`src/rtl/ecc_61_scrub_ctrl.sv`:
```
// rtl/ecc_61_scrub_ctrl.sv - background ECC scrubber: walks the array, counts errors, writes back correctable words
// Functional accesses always win; a started read/check/writeback completes unless reset intervenes.
module ecc_61_scrub_ctrl #(
  parameter int ADDR_WIDTH   = 6,
  parameter int DATA_WIDTH   = 61,
  parameter int PARITY_WIDTH = 8,
  parameter int CNT_WIDTH    = 8
) (
  input  logic                    clk,
  input  logic                    rst,
  input  logic                    scrub_en,
  input  logic [15:0]             scrub_interval,
  input  logic                    func_req,
  input  logic                    clr_stat,
  output logic                    mem_rd_en,
  output logic [ADDR_WIDTH-1:0]   mem_rd_addr,
  input  logic [DATA_WIDTH-1:0]   mem_rd_data,
  input  logic [PARITY_WIDTH-1:0] mem_rd_parity,
  output logic [DATA_WIDTH-1:0]   dec_data_in,
  output logic [PARITY_WIDTH-1:0] dec_parity_in,
  input  logic [DATA_WIDTH-1:0]   dec_data_out,
  input  logic                    dec_sbit_err,
  input  logic                    dec_dbit_err,
  input  logic                    dec_ecc_fault,
  output logic                    mem_wr_en,
  output logic [ADDR_WIDTH-1:0]   mem_wr_addr,
  output logic [DATA_WIDTH-1:0]   mem_wr_data,
  output logic                    scrub_busy,
  output logic                    pass_done,
  output logic [CNT_WIDTH-1:0]    sbit_cnt,
  output logic [CNT_WIDTH-1:0]    dbit_cnt,
  output logic [CNT_WIDTH-1:0]    fault_cnt,
  output logic                    dbit_irq
);

  typedef enum logic [2:0] {
    ST_IDLE,
    ST_WAIT,
    ST_RD,
    ST_CHK,
    ST_WB,
    ST_NEXT
  } state_t;

  state_t                  state_q;
  logic [ADDR_WIDTH-1:0]   addr_q;
  logic [15:0]             wait_cnt_q;
  logic [DATA_WIDTH-1:0]   wr_data_q;
  logic                    pass_done_q;
  logic [CNT_WIDTH-1:0]    sbit_cnt_q, dbit_cnt_q, fault_cnt_q;
  logic [CNT_WIDTH-1:0]    sbit_cnt_d, dbit_cnt_d, fault_cnt_d;
  logic                    dbit_irq_q, dbit_irq_d;
  logic                    in_chk;

  function automatic logic [CNT_WIDTH-1:0] sat_inc(input logic [CNT_WIDTH-1:0] v);
    return (&v) ? v : v + 1'b1;
  endfunction

  assign in_chk = (state_q == ST_CHK);

  // A clear coincident with a check event resets first, then counts the event.
  always_comb begin
    logic [CNT_WIDTH-1:0] sbase, dbase, fbase;
    sbase      = clr_stat ? '0 : sbit_cnt_q;
    dbase      = clr_stat ? '0 : dbit_cnt_q;
    fbase      = clr_stat ? '0 : fault_cnt_q;
    sbit_cnt_d  = sbase;
    dbit_cnt_d  = dbase;
    fault_cnt_d = fbase;
    if (in_chk && dec_sbit_err)  sbit_cnt_d  = sat_inc(sbase);
    if (in_chk && dec_dbit_err)  dbit_cnt_d  = sat_inc(dbase);
    if (in_chk && dec_ecc_fault) fault_cnt_d = sat_inc(fbase);
    dbit_irq_d = (dbit_irq_q & ~clr_stat) | (in_chk & (dec_dbit_err | dec_ecc_fault));
  end

  always_ff @(posedge clk) begin
    if (rst) begin
      state_q     <= ST_IDLE;
      addr_q      <= '0;
      wait_cnt_q  <= '0;
      wr_data_q   <= '0;
      pass_done_q <= 1'b0;
      sbit_cnt_q  <= '0;
      dbit_cnt_q  <= '0;
      fault_cnt_q <= '0;
      dbit_irq_q  <= 1'b0;
    end else begin
      sbit_cnt_q  <= sbit_cnt_d;
      dbit_cnt_q  <= dbit_cnt_d;
      fault_cnt_q <= fault_cnt_d;
      dbit_irq_q  <= dbit_irq_d;
      pass_done_q <= 1'b0;
      case (state_q)
        ST_IDLE: begin
          if (scrub_en) begin
            state_q    <= ST_WAIT;
            wait_cnt_q <= scrub_interval;
          end
        end
        ST_WAIT: begin
          if (!scrub_en) begin
            state_q <= ST_IDLE;
          end else if (wait_cnt_q == 16'd0) begin
            state_q <= ST_RD;
          end else begin
            wait_cnt_q <= wait_cnt_q - 16'd1;
          end
        end
        ST_RD: begin
          if (!func_req) state_q <= ST_CHK;
        end
        ST_CHK: begin
          // Only a correctable word with a trustworthy checker is rewritten.
          if (dec_sbit_err && !dec_ecc_fault) begin
            wr_data_q <= dec_data_out;
            state_q   <= ST_WB;
          end else begin
            state_q <= ST_NEXT;
          end
        end
        ST_WB: begin
          if (!func_req) state_q <= ST_NEXT;
        end
        ST_NEXT: begin
          addr_q      <= addr_q + 1'b1;
          pass_done_q <= (addr_q == {ADDR_WIDTH{1'b1}});
          if (scrub_en) begin
            state_q    <= ST_WAIT;
            wait_cnt_q <= scrub_interval;
          end else begin
            state_q <= ST_IDLE;
          end
        end
        default: state_q <= ST_IDLE;
      endcase
    end
  end

  // Strobes are gated combinationally so a same-cycle functional request or reset suppresses them.
  assign mem_rd_en     = (state_q == ST_RD) && !func_req && !rst;
  assign mem_wr_en     = (state_q == ST_WB) && !func_req && !rst;
  assign mem_rd_addr   = addr_q;
  assign mem_wr_addr   = addr_q;
  assign mem_wr_data   = wr_data_q;
  assign dec_data_in   = in_chk ? mem_rd_data : '0;
  assign dec_parity_in = in_chk ? mem_rd_parity : '0;
  assign scrub_busy    = (state_q != ST_IDLE);
  assign pass_done     = pass_done_q;
  assign sbit_cnt      = sbit_cnt_q;
  assign dbit_cnt      = dbit_cnt_q;
  assign fault_cnt     = fault_cnt_q;
  assign dbit_irq      = dbit_irq_q;

endmodule

```
`config.mk`:
```
export PLATFORM = sky130hd
export DESIGN_NAME = ecc_61_scrub_ctrl
export DESIGN_NICKNAME = d
export VERILOG_FILES = /design/src/rtl/ecc_61_scrub_ctrl.sv
export SDC_FILE = /design/constraint.sdc
export NUM_CORES = 1
export LEC_CHECK = 0
export ABC_AREA = 1
export CAP_MARGIN = 20
export CORE_AREA = 2 2 126 128
export CTS_CLUSTER_SIZE = 16
export DETAILED_ROUTE_END_ITERATION = 10
export DIE_AREA = 0 0 128 130
export PLACE_DENSITY = 0.8
export RECOVER_POWER = 100
export SLEW_MARGIN = 20
export SYNTH_ARGS = -nofsm -noshare
export SYNTH_HDL_FRONTEND = slang
export SYNTH_SLANG_ARGS = --single-unit
```
`constraint.sdc`:
```
create_clock -name clk -period 5.92 [get_ports clk]
set_clock_uncertainty 0.15 [all_clocks]
set_input_delay 1.184 -clock clk [delete_from_list [all_inputs] [get_ports clk]]
set_output_delay 1.184 -clock clk [all_outputs]
set_load 0.05 [all_outputs]
```
==> flow_summary_export.csv, run 1 <==
group,metric,value,unit
status,status,"complete, but fails checks",
status,violations,"max-capacitance violations, max-slew violations",
timing,rsz0062_at_grt,"false",
critical_path,critPathKind,"flop to primary output",
yosys,synthSimpleGateAreaFrac,33.2,%
routing,viasPerCell,4.71,
yosys,synth.distinct_cells,39,
routing,drt_iter0_drc,293,
yosys,syn-mean-instance-area,6.48,um^2
floorplanning,rows,46,
critical_path,path_buf_inv,1,
placed_design,place_area,9100,um^2
final_layout,drive_gt1_share,3.64,%
placed_design,placedCellCount,1387,
power_and_ir_drop,power_density,300,nW/um^2
placed_design,hpwl,16100,um
worst_hold_path,holdPathStages,2,
placed_design,io_buffers,324,
floorplanning,design.core.area,15400,um^2
yosys,synth_nets,1071,
yosys,yosys_warnings,0,
global_routing,antenna_found_initial,17,
floorplanning,die_area,16600,um^2
routing,wl_met1,7010,um
critical_path,path_max_fanout,74,
routing,vias,6685,
timing,whs,0.352,ns
critical_path,r2r_slack,2.05,ns
yosys,synth_top_family_by_area,"simple AND/OR/NAND/NOR gates",
timing,finalCriticalPeriod,4.69,ns
critical_path,max_stage_delay,1.14,ns
critical_path,critPathTopFamily,"simple AND/OR/NAND/NOR gates",
global_routing,grt_pass1_wl,30900,um
yosys,syn_inst,912,
global_routing,grt.overflow.total,0,
clock_tree,clock_sinks,112,
critical_path,cp_num_cells,3,
global_routing,grt_max_degree,75,
final_layout,fin_cells,1419,
final_layout,layout-area-overhead-vs-synth,58.9,%
final_layout,layout_common_cells,"nor2_1 (276), dlygate4sd3_1 (173), clkdlybuf4s50_1 (151)",
worst_hold_path,worstHoldEndpoint,"dbit_irq",
clock_tree,cts_buffers,9,
timing,setup_tns,0,ns
final_layout,fin_area,9390,um^2
final_layout,nNetsFinal,1365,
clock_tree,insertion_delay,0.35,ns
yosys,synth_ff_type,"dfxtp_1",
timing,finalCritPeriodShare,79.2,%
critical_path,cp-start-kind,"flop",
routing,drc,0,
yosys,synth_compound_area_share,11.7,%
power_and_ir_drop,p_total,2810,uW
clock_tree,cts.clk_slew.worst_paths,0.07,ns
yosys,synth_edf_count,0,
clock_tree,root_buffer,"clkbuf_16",
timing,slew_violations,65,
yosys,ys_ff_latch,112,
job,drv_cap,2,
yosys,synth.cell_area,5910,um^2
timing,worst_pin_slew,1.85,ns
critical_path,reg2reg_to,"mem_wr_data[27]",
yosys,synth-xor-area-share,1.04,%
global_routing,first_global_vias,6131,
worst_hold_path,min_from,"dbit_irq",
clock_tree,holdBufCountCts,0,
yosys,synth_fa_ha_area_share,1.06,%
timing,final_hold_viol_count,0,
floorplanning,fp.dieH,130,um
clock_tree,h-tree-depth,3,
timing,slew_headroom,-23.7,%
placed_design,place.gp.congestion,0.925,
yosys,synth-seq-area-share,37.9,%
critical_path,regToRegStartpoint,"state_q[0]",
critical_path,cp_data_required_time,4.59,ns
critical_path,cpMaxStageDelayCell,"nand3_2",
timing,setup_viol,0,
clock_tree,postCtsSetupRepairBufs,0,
clock_tree,cts_tree,"yes",
global_routing,track_usage,24.0,%
clock_tree,cts_resized,0,
routing,dr.pass1.iters,5,
yosys,async_flop_share,0,%
clock_tree,clock_path_buffers,2,
routing,top_layer_used,"met4",
critical_path,setup.worst_path.end_class,"primary output",
power_and_ir_drop,leakagePower,0.00471,uW
critical_path,crit_arrival,3.36,ns
floorplanning,num_io_pins,325,
routing,wl_per_cell,14.5,um
critical_path,ff2ff_path_depth,7,
final_layout,final_common_cell,"nor2_1",
floorplanning,dieWidth,128,um
floorplanning,start_util,38.3,%
routing,wl_met2,10200,um
routing,wl_met3,2110,um
routing,ant_nets,0,
routing,drt-total-wl,20500,um
power_and_ir_drop,ir_worst_vdd,0.200,mV
critical_path,cp_cell_sequence,"nand3_2, nor2_1, dlygate4sd3_1",
worst_hold_path,min_path_type,"flop to flop",
yosys,synth_mux_area_share,0.339,%
timing,fmax,213,MHz
[Yosys cell counts, types with 3 or more instances]
library cell  instances  area share (%)
buf_6                16             3.0
nand2_4               3            0.57
clkbuf_1             17             1.1
nand3_1              36             3.0
nor2_2                9            0.95
dfxtp_1             112              38
buf_4                 7            0.89
o21ai_0              96             8.1
inv_1               139             8.8
nor2_1              276              18
xor2_1                5            0.74
inv_2                 4            0.25
nand4_1               6            0.64
nand2_2               4            0.42
nand2_1             103             6.5
nor3_1               11            0.93
ha_1                  5             1.1
a21oi_1              32             2.7
[cells by family after synthesis]
logic type,after synthesis
flip-flops,112
XOR/XNOR,7
AO/OA/AOI/OAI,135
AND/OR/NAND/NOR,461
adder cells (fa/ha/maj),5
buffers and inverters,190
multiplexers,2
[state kept, by name, summed over array words and instances, names as in the netlist]
signal	cells
mem_wr_data	61
wait_cnt_q	16
dbit_cnt	8
fault_cnt	8
sbit_cnt	8
mem_rd_addr	6
state_q	3
dbit_irq	1
pass_done	1
[worst reg2reg max path: cells and delay by family, from the launching register on]
family / cells / cell delay (ns)
flip-flops: 1 / 0.48
buffers and inverters: 2 / 0.51
AND/OR/NAND/NOR: 5 / 2.62
[worst max-delay path by stage]
stage                            endpoint  slack [ns]       start
after CTS                       mem_rd_en        1.78         rst
after detailed placement        mem_rd_en        1.78         rst
after floorplan                 mem_rd_en        2.14         rst
after global placement          mem_wr_en        1.77         rst
final                     dec_data_in[47]        1.23  state_q[0]
after global routing      dec_data_in[49]        0.89  state_q[0]
[area by class of cell]
class / instances / area, um^2
antenna: 17 / 42.5
clock buffer: 9 / 225
clock inverter: 6 / 52.6
fill: 1417 / 6040
inverter: 146 / 557
multi-input combinational: 610 / 2770
sequential: 112 / 2240
tap: 192 / 240
timing repair buffer: 327 / 3260
[through the flow]
stage          worst slack [ns]  utilization, %
6_report                   1.23            60.9
5_1_grt                   0.889            60.9
4_1_cts                    1.78            60.8
3_5_place_dp               1.78            59.0
3_3_place_gp               1.77            59.0
2_1_floorplan              2.14               -
[per-layer routing]
metal,vias to the layer above,track usage (%)
li1,3400,-
met1,2956,22.6
met3,44,9.96
met4,0,19.8
met5,-,0
met2,285,41.3
[where the power goes]
part	total (uW)	switching [uW]	internal, uW
logic	1310	864	445
clock network	585	295	291
registers	919	82.0	837
total	2810	1240	1570
No activity file was read; power rests on OpenSTA's default activity.
==> run 2: changes to the inputs <==
--- a/config.mk
+++ b/config.mk
@@ -7,11 +7,11 @@
 export LEC_CHECK = 0
 export ABC_AREA = 1
 export CAP_MARGIN = 20
-export CORE_AREA = 2 2 126 128
+export CORE_MARGIN = 2
+export CORE_UTILIZATION = 39
 export CTS_CLUSTER_SIZE = 16
 export DETAILED_ROUTE_END_ITERATION = 10
-export DIE_AREA = 0 0 128 130
-export PLACE_DENSITY = 0.8
+export PLACE_DENSITY = 0.81
 export RECOVER_POWER = 100
 export SLEW_MARGIN = 20
 export SYNTH_ARGS = -nofsm -noshare
==> constraint.sdc (replaced) <==
create_clock -name clk -period 4.35 [get_ports clk]
set_clock_uncertainty 0.15 [all_clocks]
set_input_delay 0.87 -clock clk [delete_from_list [all_inputs] [get_ports clk]]
set_output_delay 0.87 -clock clk [all_outputs]
set_load 0.05 [all_outputs]
==> flow_summary_export.csv, run 2 (same netlist as run 1, synthesis figures left out) <==
group,metric,value,unit
clock_tree,cts_resized,0,
power_and_ir_drop,leakagePower,0.00473,uW
global_routing,grt_pass1_wl,29200,um
floorplanning,rows,44,
clock_tree,cts.clk_slew.worst_paths,0.07,ns
routing,dr.pass1.iters,7,
floorplanning,start_util,40.4,%
power_and_ir_drop,p_int,2150,uW
floorplanning,num_io_pins,325,
global_routing,antenna_found_initial,2,
routing,drt-total-wl,18900,um
routing,wl_per_cell,13.5,um
job,drv_cap,0,
critical_path,critPathKind,"flop to primary output",
routing,ant_nets,0,
power_and_ir_drop,ir_worst_vdd,0.216,mV
timing,rsz0062_at_grt,"false",
critical_path,cp-start-kind,"flop",
clock_tree,clock_path_buffers,2,
timing,finalCritPeriodShare,88.3,%
routing,viasPerCell,4.67,
final_layout,drive_gt1_share,3.71,%
timing,finalCriticalPeriod,3.84,ns
final_layout,layout-area-overhead-vs-synth,58.7,%
power_and_ir_drop,power_density,409,nW/um^2
power_and_ir_drop,sequentialPowerShare,32.7,%
critical_path,path_max_fanout,38,
routing,vias,6537,
floorplanning,fp.dieH,127,um
final_layout,num-fill-cells,1282,
clock_tree,clock_sinks,112,
timing,worst_pin_slew,1.31,ns
placed_design,hpwl,14600,um
clock_tree,holdBufCountCts,0,
critical_path,setup.worst_path.end_class,"primary output",
clock_tree,insertion_delay,0.34,ns
power_and_ir_drop,p_sw,1680,uW
critical_path,crit_arrival,2.82,ns
global_routing,track_usage,22.4,%
final_layout,layout_common_cells,"nor2_1 (276), dlygate4sd3_1 (173), clkdlybuf4s50_1 (151)",
final_layout,nNetsFinal,1367,
floorplanning,design.core.area,14600,um^2
critical_path,cp_data_required_time,3.33,ns
clock_tree,root_buffer,"clkbuf_16",
power_and_ir_drop,p_clk_share,20.6,%
clock_tree,h-tree-depth,3,
global_routing,grt.overflow.total,0,
worst_hold_path,min_path_type,"flop to flop",
placed_design,io_buffers,324,
routing,drt_iter0_drc,407,
timing,setup_tns,0,ns
status,status,"completed",
timing,setup_viol,0,
final_layout,final_common_cell,"nor2_1",
final_layout,final_util,64.1,%
clock_tree,postCtsSetupRepairBufs,0,
floorplanning,dieWidth,127,um
final_layout,largest_reg_flops,61,
routing,drc,0,
floorplanning,die_area,16200,um^2
placed_design,place.gp.congestion,0.921,
power_and_ir_drop,p_comb_share,46.7,%
clock_tree,cts_tree,"yes",
global_routing,first_global_vias,6144,
timing,slew_headroom,12.5,%
timing,final_hold_viol_count,0,
clock_tree,cts_buffers,9,
timing,slew_violations,0,
global_routing,grt_max_degree,62,
power_and_ir_drop,switching_share,43.9,%
timing,fmax,260,MHz
==> run 2: changes by cell type in the layout (fill, tap and decap cells not counted) <==
cell / delta
nand2_1: +1
buf_4: +1
clkinv_4: +1
clkbuf_8: +1
nand3_2: -1
diode_2: -15
buf_12: +1
clkbuf_1: +1
nand3_4: +1
nand2_2: -1
inv_8: -1
inv_6: -1
==> run 2: layer usage <==
metal  vias up  global-route usage, %  routed length, um
met5         -                      0                  0
met4         0                   7.56                478
met3        34                   9.38               1990
met2       254                   41.3               9460
met1      2865                   22.6               6950
li1       3384                      -                  -
==> run 2: path summary, 6_finish.rpt <==
| path | cells after the start | slack, ns | start | to |
|---|---|---|---|---|
| hold / removal | 2 | 0.34 | dbit_irq | dbit_irq |
| setup reg to reg | 11 | 1.58 | wait_cnt_q[0] | wait_cnt_q[6] |
| setup / recovery | 4 | 0.51 | state_q[0] | dec_data_in[50] |
| hold reg to reg | 2 | 0.34 | dbit_irq | dbit_irq |
==> run 2: per-stage QoR <==
step,setup WS [ns],hold slack [ns],instance area [um^2],instances,power (uW)
2_1_floorplan,1.20,0.315,5910,912,2590
3_3_place_gp,0.842,0.326,9120,1381,3080
3_5_place_dp,0.855,0.334,9120,1381,3100
4_1_cts,0.496,0.345,9400,1397,3910
5_1_grt,0.335,0.358,9380,1399,4100
6_report,0.510,0.338,9380,1399,3830
==> run 2: final cells by class <==
class,instances,area (um^2),share of cell area (%)
tap,184,230,2.45
inverter,146,557,5.94
timing repair buffer,329,3290,35.0
clock inverter,5,41.3,0.440
antenna,2,5.00,0.0534
sequential,112,2240,23.9
clock buffer,11,243,2.59
multi-input combinational,610,2780,29.6
==> run 2: power groups by stage <==
| stage | combinational (uW) | clock [uW] | sequential [uW] |
|---|---|---|---|
| 2_1_floorplan | 1220 | 0 | 1370 |
| 3_3_place_gp | 1800 | 0 | 1270 |
| 3_5_place_dp | 1830 | 0 | 1270 |
| 4_1_cts | 1840 | 814 | 1250 |
| 5_1_grt | 1970 | 858 | 1270 |
| 6_report | 1790 | 791 | 1250 |
==> run 2: critical path, stage by stage (launching register included) <==
cell and delay [ns]:
dfxtp_1 0.49, nand3_4 0.43, buf_4 0.41, nor2_1 0.22, dlygate4sd3_1 0.91
